[src/rtl/arb_mux_pkg.sv]
// Shared definitions for the arbitrated output multiplexer.
// Mode encodings match the ones used by the datapath 2:1 selects.
package arb_mux_pkg;

    localparam logic MUX_MODE_SEL = 1'b0;
    localparam logic MUX_MODE_RR  = 1'b1;

endpackage

[src/rtl/arb_mux_rr_arbiter.sv]
// Round-robin arbiter: scans requests starting at the pointer and owns the pointer,
// which moves one past the winner whenever the caller reports an accepted grant.
module rr_arbiter
    import arb_mux_pkg::*;
#(
    parameter  int N    = 4,
    localparam int SELW = $clog2(N)
) (
    input  logic            clk,
    input  logic            rst_n,
    input  logic [N-1:0]    req,
    input  logic            adv,
    output logic [SELW-1:0] grant,
    output logic            grant_vld
);

    logic [SELW-1:0] ptr_reg;
    logic [SELW-1:0] grant_next;
    logic            found;
    logic [SELW-1:0] idx;
    int              pos;

    // Index arithmetic is done in int so the wrap is at N, not at 2**SELW.
    always_comb begin
        grant_next = ptr_reg;
        found      = 1'b0;
        idx        = '0;
        pos        = 0;
        for (int k = 0; k < N; k++) begin
            pos = int'(ptr_reg) + k;
            if (pos >= N) begin
                pos = pos - N;
            end
            idx = SELW'(pos);
            if (!found && req[idx]) begin
                found      = 1'b1;
                grant_next = idx;
            end
        end
    end

    assign grant     = grant_next;
    assign grant_vld = |req;

    always_ff @(posedge clk or negedge rst_n) begin
        if (!rst_n) begin
            ptr_reg <= '0;
        end else if (adv) begin
            ptr_reg <= (grant_next == SELW'(N - 1)) ? '0 : grant_next + 1'b1;
        end
    end

endmodule

[src/rtl/arb_mux.sv]
// N-channel registered multiplexer with valid/ready on every input and the output.
// Direct-select or round-robin grant feeds a single output register stage.
module arb_mux
    import arb_mux_pkg::*;
#(
    parameter  int WIDTH = 32,
    parameter  int N     = 4,
    localparam int SELW  = $clog2(N)
) (
    input  logic               clk,
    input  logic               rst_n,
    input  logic               mode,
    input  logic [SELW-1:0]    sel,
    input  logic [N-1:0]       in_valid,
    input  logic [N*WIDTH-1:0] in_data,
    output logic [N-1:0]       in_ready,
    output logic               out_valid,
    output logic [WIDTH-1:0]   out_data,
    output logic [SELW-1:0]    out_ch,
    input  logic               out_ready
);

    logic             out_valid_reg;
    logic [WIDTH-1:0] out_data_reg;
    logic [SELW-1:0]  out_ch_reg;

    logic [SELW-1:0]  rr_grant;
    logic             rr_grant_vld;
    logic             sel_vld;
    logic [SELW-1:0]  grant;
    logic             grant_vld;
    logic             load_en;
    logic             xfer;
    logic [WIDTH-1:0] data_sel;

    rr_arbiter #(.N(N)) u_rr (
        .clk       (clk),
        .rst_n     (rst_n),
        .req       (in_valid),
        .adv       (xfer && (mode == MUX_MODE_RR)),
        .grant     (rr_grant),
        .grant_vld (rr_grant_vld)
    );

    // Comparing against every legal index makes an out-of-range sel yield no grant.
    always_comb begin
        sel_vld = 1'b0;
        for (int i = 0; i < N; i++) begin
            if (sel == SELW'(i)) begin
                sel_vld = in_valid[i];
            end
        end
    end

    assign grant     = (mode == MUX_MODE_RR) ? rr_grant     : sel;
    assign grant_vld = (mode == MUX_MODE_RR) ? rr_grant_vld : sel_vld;
    assign load_en   = !out_valid_reg || out_ready;
    assign xfer      = load_en && grant_vld;

    generate
        for (genvar gi = 0; gi < N; gi++) begin : g_ready
            assign in_ready[gi] = xfer && (grant == SELW'(gi));
        end
    endgenerate

    always_comb begin
        data_sel = '0;
        for (int i = 0; i < N; i++) begin
            if (grant == SELW'(i)) begin
                data_sel = in_data[i*WIDTH +: WIDTH];
            end
        end
    end

    always_ff @(posedge clk or negedge rst_n) begin
        if (!rst_n) begin
            out_valid_reg <= 1'b0;
            out_data_reg  <= '0;
            out_ch_reg    <= '0;
        end else if (xfer) begin
            out_valid_reg <= 1'b1;
            out_data_reg  <= data_sel;
            out_ch_reg    <= grant;
        end else if (load_en) begin
            out_valid_reg <= 1'b0;
        end
    end

    assign out_valid = out_valid_reg;
    assign out_data  = out_data_reg;
    assign out_ch    = out_ch_reg;

endmodule

[config.mk]
export PLATFORM = sky130hd
export DESIGN_NAME = arb_mux
export DESIGN_NICKNAME = d
export VERILOG_FILES = /design/src/rtl/arb_mux_pkg.sv /design/src/rtl/arb_mux_rr_arbiter.sv /design/src/rtl/arb_mux.sv
export SDC_FILE = /design/constraint.sdc
export NUM_CORES = 1
export LEC_CHECK = 0
export BUFFER_PORTS_ARGS = -buffer_cell sky130_fd_sc_hd__buf_2
export CAP_MARGIN = 20
export CORE_MARGIN = 1.5
export CORE_UTILIZATION = 42
export DETAILED_ROUTE_END_ITERATION = 16
export PLACE_DENSITY = 0.82
export SLEW_MARGIN = 25
export SYNTH_ARGS = -nofsm -noshare
export SYNTH_HDL_FRONTEND = slang
export SYNTH_SLANG_ARGS = --single-unit
[constraint.sdc]
create_clock -name clk -period 2.8 [get_ports clk]
set_input_delay 0.56 -clock clk [delete_from_list [all_inputs] [get_ports clk]]
set_output_delay 0.56 -clock clk [all_outputs]
set_load 0.02 [all_outputs]
== Word-level counts from Yosys, hierarchy flattened ==
Index checks and enable logic that the tools add are counted.
Cells by class
  multiply operators: 0
  order comparisons: 8
  $add $sub $neg: 8
  multiplexer cells: 32
  equal/unequal tests: 7
  reduce and logical (&&, ||, !) cells: 18
  shifts and indexed selects: 0
  divide/modulo/power cells: 0
  bitwise operators: 0
Operators with widths (number)
  32-bit two-way mux: 4
  2-bit two-way mux: 10
  1-bit two-way mux: 14
  2-bit by 3-bit less-than comparator with 1-bit output (second input constant): 4
  2-bit equality test (second input constant): 5
  3-bit greater-or-equal comparator (second input constant): 3
  1-bit logical AND: 9
  1-bit binary-select mux with 2-bit select: 4
  2-bit by 1-bit subtractor with 2-bit output (second input constant): 4
  2-bit by 2-bit adder with 3-bit output (second input constant): 2
  2-bit by 1-bit equality test with 1-bit output (second input constant): 2
  1-bit logical NOT: 4
  2-bit logical NOT: 2
  4-bit OR reduction: 1
  2-bit by 1-bit adder with 3-bit output (second input constant): 1
  2-bit by 3-bit greater-or-equal comparator with 1-bit output (second input constant): 1
  2-bit by 1-bit adder with 2-bit output (second input constant): 1
  2-bit nonzero test: 1
  1-bit logical OR: 1
Storage, ports and cells
  RAM bits: 0
  memories kept: 0
  bits in registers: 37
  output and inout bits: 39
  word-level logic and storage cells: 77
  bits of input ports: 138
  ROM bits: 0
  bits in latches: 0

== Depth between registers and ports, before layout ==
  depth after elaboration: 20
  depth in mapped cells: 9
  gate-level depth less buffers: 6

== Hierarchy ==
Synthesis repeated with hierarchy kept, for this count alone.
Second synthesis, totals
  cells, all modules: 165
  area, all modules: 2458.6 um2
By module, submodules not included
  arb_mux: times used 1, cells each 130, area an instance 2198.4 um2, seq. area each 875.8 um2
  rr_arbiter: times used 1, cells each 35, area an instance 260.2 um2, seq. area each 50.0 um2

== Worst setup path before layout ==
OpenSTA, ideal clock, no wires.
  kind: input port to output port
  start: in in_valid[3]
  end: out in_ready[1]
  buffers on the path: 3
  stages on the path: 8
  data required time: 2240 ps
  arrival: 2172 ps
  slack: 68 ps
  cells stage by stage: buf_4 or2_1 nor3_1 o32a_4 or3_1 buf_2 buf_6 nor2_1
Between the ends
  cells in the longest elaborated chain, start to end: 15
  elaborated cells on any way between the ends: 28
  classes of those cells: eq/ne: 1; mux: 18; reduce/logical: 9
Ends and longest elaborated chain
  start, declared: line arb_mux.sv:14  | input logic [N-1:0] in_valid,
  1-bit binary-select mux with 2-bit select: line arb_mux_rr_arbiter.sv:35  | if (!found && req[idx]) begin
  1-bit two-way mux (not written as such): line arb_mux_rr_arbiter.sv:35
  1-bit two-way mux: line arb_mux_rr_arbiter.sv:35
  1-bit logical NOT: line arb_mux_rr_arbiter.sv:35
  1-bit logical AND: line arb_mux_rr_arbiter.sv:35
  1-bit two-way mux: line arb_mux_rr_arbiter.sv:35
  1-bit logical NOT: line arb_mux_rr_arbiter.sv:35
  1-bit logical AND: line arb_mux_rr_arbiter.sv:35
  1-bit two-way mux: line arb_mux_rr_arbiter.sv:35
  1-bit logical NOT: line arb_mux_rr_arbiter.sv:35
  1-bit logical AND: line arb_mux_rr_arbiter.sv:35
  2-bit two-way mux: line arb_mux_rr_arbiter.sv:35
  2-bit two-way mux: line arb_mux.sv:55  | assign grant = (mode == MUX_MODE_RR) ? rr_grant : sel;
  2-bit by 1-bit equality test with 1-bit output: line arb_mux.sv:62  | assign in_ready[gi] = xfer && (grant == SELW'(gi));
  1-bit logical AND (*): line arb_mux.sv:62
  end, declared: line arb_mux.sv:16  | output logic [N-1:0] in_ready,
Mark *: on every way between the ends. The rest lies on a longest branch, timed or not. The select of a mux whose other input is x is not followed.

== Final worst setup path ==
  start: in in_valid[3]
  end: out in_ready[3]
Between the ends
  cells in the longest elaborated chain, start to end: 15
  elaborated cells on any way between the ends: 28
  classes of those cells: eq/ne: 1; mux: 18; reduce/logical: 9
Ends and longest elaborated chain (line)
  1-bit binary-select mux with 2-bit select: arb_mux_rr_arbiter.sv:35
  1-bit two-way mux (not written as such): arb_mux_rr_arbiter.sv:35
  1-bit two-way mux: arb_mux_rr_arbiter.sv:35
  1-bit logical NOT: arb_mux_rr_arbiter.sv:35
  1-bit logical AND: arb_mux_rr_arbiter.sv:35
  1-bit two-way mux: arb_mux_rr_arbiter.sv:35
  1-bit logical NOT: arb_mux_rr_arbiter.sv:35
  1-bit logical AND: arb_mux_rr_arbiter.sv:35
  1-bit two-way mux: arb_mux_rr_arbiter.sv:35
  1-bit logical NOT: arb_mux_rr_arbiter.sv:35
  1-bit logical AND: arb_mux_rr_arbiter.sv:35
  2-bit two-way mux: arb_mux_rr_arbiter.sv:35
  2-bit two-way mux: arb_mux.sv:55
  2-bit equality test: arb_mux.sv:62
  1-bit logical AND (*): arb_mux.sv:62
Marks and branches as above.

==> flow_summary_export.csv <==
group,metric,value,unit
logic_synthesis,synth_nets,473,
floorplanning,initial_core_util,43.7,%
worst_setup_path,path_class,"in2out",
route,first_pass_iters,4,
place,hpwl,6.19,mm
logic_synthesis,synth_seq_cells,37,
clocking,clock_path_buffers,2,
power_and_ir_drop,power.leakage,1.94,nW
clocking,postCtsSetupBuffers,0,
logic_synthesis,synth_ff_type,"dfrtp_1",
worst_setup_path,crit_chain,"buf_2 -> and2b_1 -> o21ai_2 -> a41oi_2 -> or3_1 -> nor2_1 -> buf_2",
place,portBuffers,176,
timing,finClkSkew,0.00277,ns
clocking,cts_tree,"yes",
power_and_ir_drop,powerDensity,738,mW/mm^2
timing,final_hold_viol_count,0,
global_routing,track_usage,24.0,%
timing,setup_violations,0,
logic_synthesis,netlist_area,0.00259,sq mm
timing,finalMaxSlewViolations,0,
floorplanning,fp.dieH,81.5,microns
floorplanning,num_rows,28,
clocking,cts.sinks,37,
power_and_ir_drop,power.internal,1.52,mW
route,drc,0,
worst_setup_path,ff2ff_path_depth,7,
power_and_ir_drop,comb_power_share,52.1,%
floorplanning,die-width,81.5,microns
place,placed_area,0.00349,sq mm
logic_synthesis,ys_types,39,
timing,clock.fmax,0.366,GHz
clocking,postCtsHoldBufs,0,
timing,layout_min_cycle_time,2.73,ns
cells_and_area,diodes,0,
route,first_iter_violations,140,
floorplanning,dieArea,0.00664,sq mm
logic_synthesis,ys_seq_area_share,35.8,%
global_routing,antenna_found_initial,0,
power_and_ir_drop,swShare,42.7,%
cells_and_area,stdcell_area,0.00359,sq mm
route,num_vias,3037,
place,routabilityCongestion,0.845,
timing,max_slew.worst_pin.slew,0.799,ns
cells_and_area,area_delta_synth_final,38.8,%
worst_setup_path,arrival,2.17,ns
logic_synthesis,synthCells,335,
global_routing,grt_pass1_vias,2739,
logic_synthesis,ys_warn_count,0,
cells_and_area,layout-drive-gt1-share,40.9,%
clocking,insertion_delay,0.28,ns
timing,fin_setup_tns,0,ns
route,ant_nets,0,
worst_setup_path,slowest_delay,0.44,ns
power_and_ir_drop,switchingPower,1.13,mW
cells_and_area,largest_register_ffs,32,
power_and_ir_drop,share_seq_of_total_power,33.3,%
worst_setup_path,cpMostUsedCell,"buf_2",
route,vias_per_cell,5.27,
worst_setup_path,crit_slowest_cell,"or3_1",
worst_setup_path,end_kind,"primary output",
logic_synthesis,synth.avg_cell_area,7.73,sq um
clocking,clk_pin_slew_worst_paths,0.07,ns
floorplanning,num_io_pins,177,
cells_and_area,final_cell_mix,"buf_2, nand2_1, dfrtp_1, a21oi_1, a221o_1",
cells_and_area,layout_commonest_cell,"buf_2",
clocking,cts_resized,0,
global_routing,grt_max_degree,42,
logic_synthesis,synth_edf_count,0,
worst_setup_path,crit_required,2.24,ns
clocking,cts_buffers,5,
timing,period_share,97.5,%
clocking,root_buffer,"clkbuf_8",
global_routing,grt_pass1_wl,12.3,mm
global_routing,grt-ovfl-total,0,
floorplanning,design.core.area,0.00592,sq mm
power_and_ir_drop,vdd_drop_max,374,uV
route,wl_per_cell,14.3,microns
timing,maxSlewHeadroom,46.7,%
cells_and_area,nets,638,
worst_setup_path,crit_fanout,11,
route,finalWirelength,8.25,mm
worst_setup_path,start_kind,"input port",
power_and_ir_drop,power_frac_clock,14.5,%
run_status,status,"complete, no violations",
clocking,cts_max_level,2,
worst_hold_path,hold_path_class,"in2async",
logic_synthesis,async_flop_share,100,%
job,max-cap-violations,0,
timing,rsz0062_at_grt,"false",
-- critical path: cells and delay by family --
| family | cells | cell delay [ns] |
|---|---|---|
| AO/OA/AOI/OAI | 2 | 0.39 |
| AND/OR/NAND/NOR | 3 | 0.86 |
| buffers and inverters | 2 | 0.36 |
-- through the flow --
step                      std cells  power, mW  hold slack (ns)  util, %  worst slack (ns)
after floorplan                 335       1.80            0.264        -            0.0677
after global placement          568       2.24            0.476     58.9             0.144
after detailed placement        568       2.26            0.489     58.9             0.124
after CTS                       576       2.66            0.394     60.5            0.0104
after global routing            576       2.83            0.429     60.7            0.0106
final                           576       2.65            0.366     60.7            0.0700
-- metal layers --
| metal | GRT usage, % | wire length, microns | vias to the layer above |
|---|---|---|---|
| li1 | - | - | 1500 |
| met1 | 28.1 | 3470 | 1396 |
| met2 | 44.2 | 4070 | 131 |
| met3 | 4.56 | 606 | 10 |
| met4 | 6.90 | 105 | 0 |
| met5 | 0 | 0 | - |
-- synth_stat cells (2+ instances only) --
cell type    n  area share, %
nand2_1    133             19
dfrtp_1     37             36
a21oi_1     21            4.1
a221o_1     18            7.0
buf_2       18            3.5
nand3_1     16            3.1
a22o_1      15            5.1
a2bb2oi_1   15            5.1
nor2_1       8            1.2
nor2b_1      5            1.2
buf_6        4            1.7
clkbuf_1     4           0.58
nor3_1       4           0.77
buf_4        3           0.87
nand2b_1     3           0.73
o21ai_1      3           0.58
and2_1       2           0.48
inv_1        2           0.29
mux2i_1      2           0.77
nor4_1       2           0.48
or2_1        2           0.48
-- area by class of cell --
cell class	count	area (sq um)
clock buffers	6	82.6
fillers	559	2330
multi-input cells	267	1500
inverters	2	7.51
well taps	75	93.8
flip-flops and latches	37	927
clock inverters	2	13.8
repair buffers	187	963
-- worst paths after layout --
check / startpoint / endpoint / slack, ns
max in group asynchronous: rst_n / u_rr.ptr_reg[1] / 1.88
worst max-delay path: in_valid[3] / in_ready[3] / 0.07
worst min-delay path: rst_n / out_data[22] / 0.37
min in group clk: out_ch[0] / out_ch[0] / 0.50
worst min register to register: out_ch[0] / out_ch[0] / 0.50
worst max register to register: flip-flop / out_data[3] / 0.60
-- power by group through the flow --
stage                     combinational, mW  clock [mW]  sequential, mW
after floorplan                       0.722           0            1.08
after global placement                 1.36           0           0.878
after detailed placement               1.38           0           0.883
after CTS                              1.39       0.398           0.877
after global routing                   1.50       0.414           0.908
final                                  1.38       0.385           0.884
-- cells by family after synthesis --
| logic type | count (synthesis) | synth area share [%] |
|---|---|---|
| flip-flops | 37 | 35.8 |
| AND/OR/NAND/NOR | 180 | 29.6 |
| buffers and inverters | 31 | 6.96 |
| AO/OA/AOI/OAI | 83 | 26.1 |
| XOR/XNOR | 1 | 0.338 |
| multiplexers | 3 | 1.21 |
(Power assumes the default switching activity.)
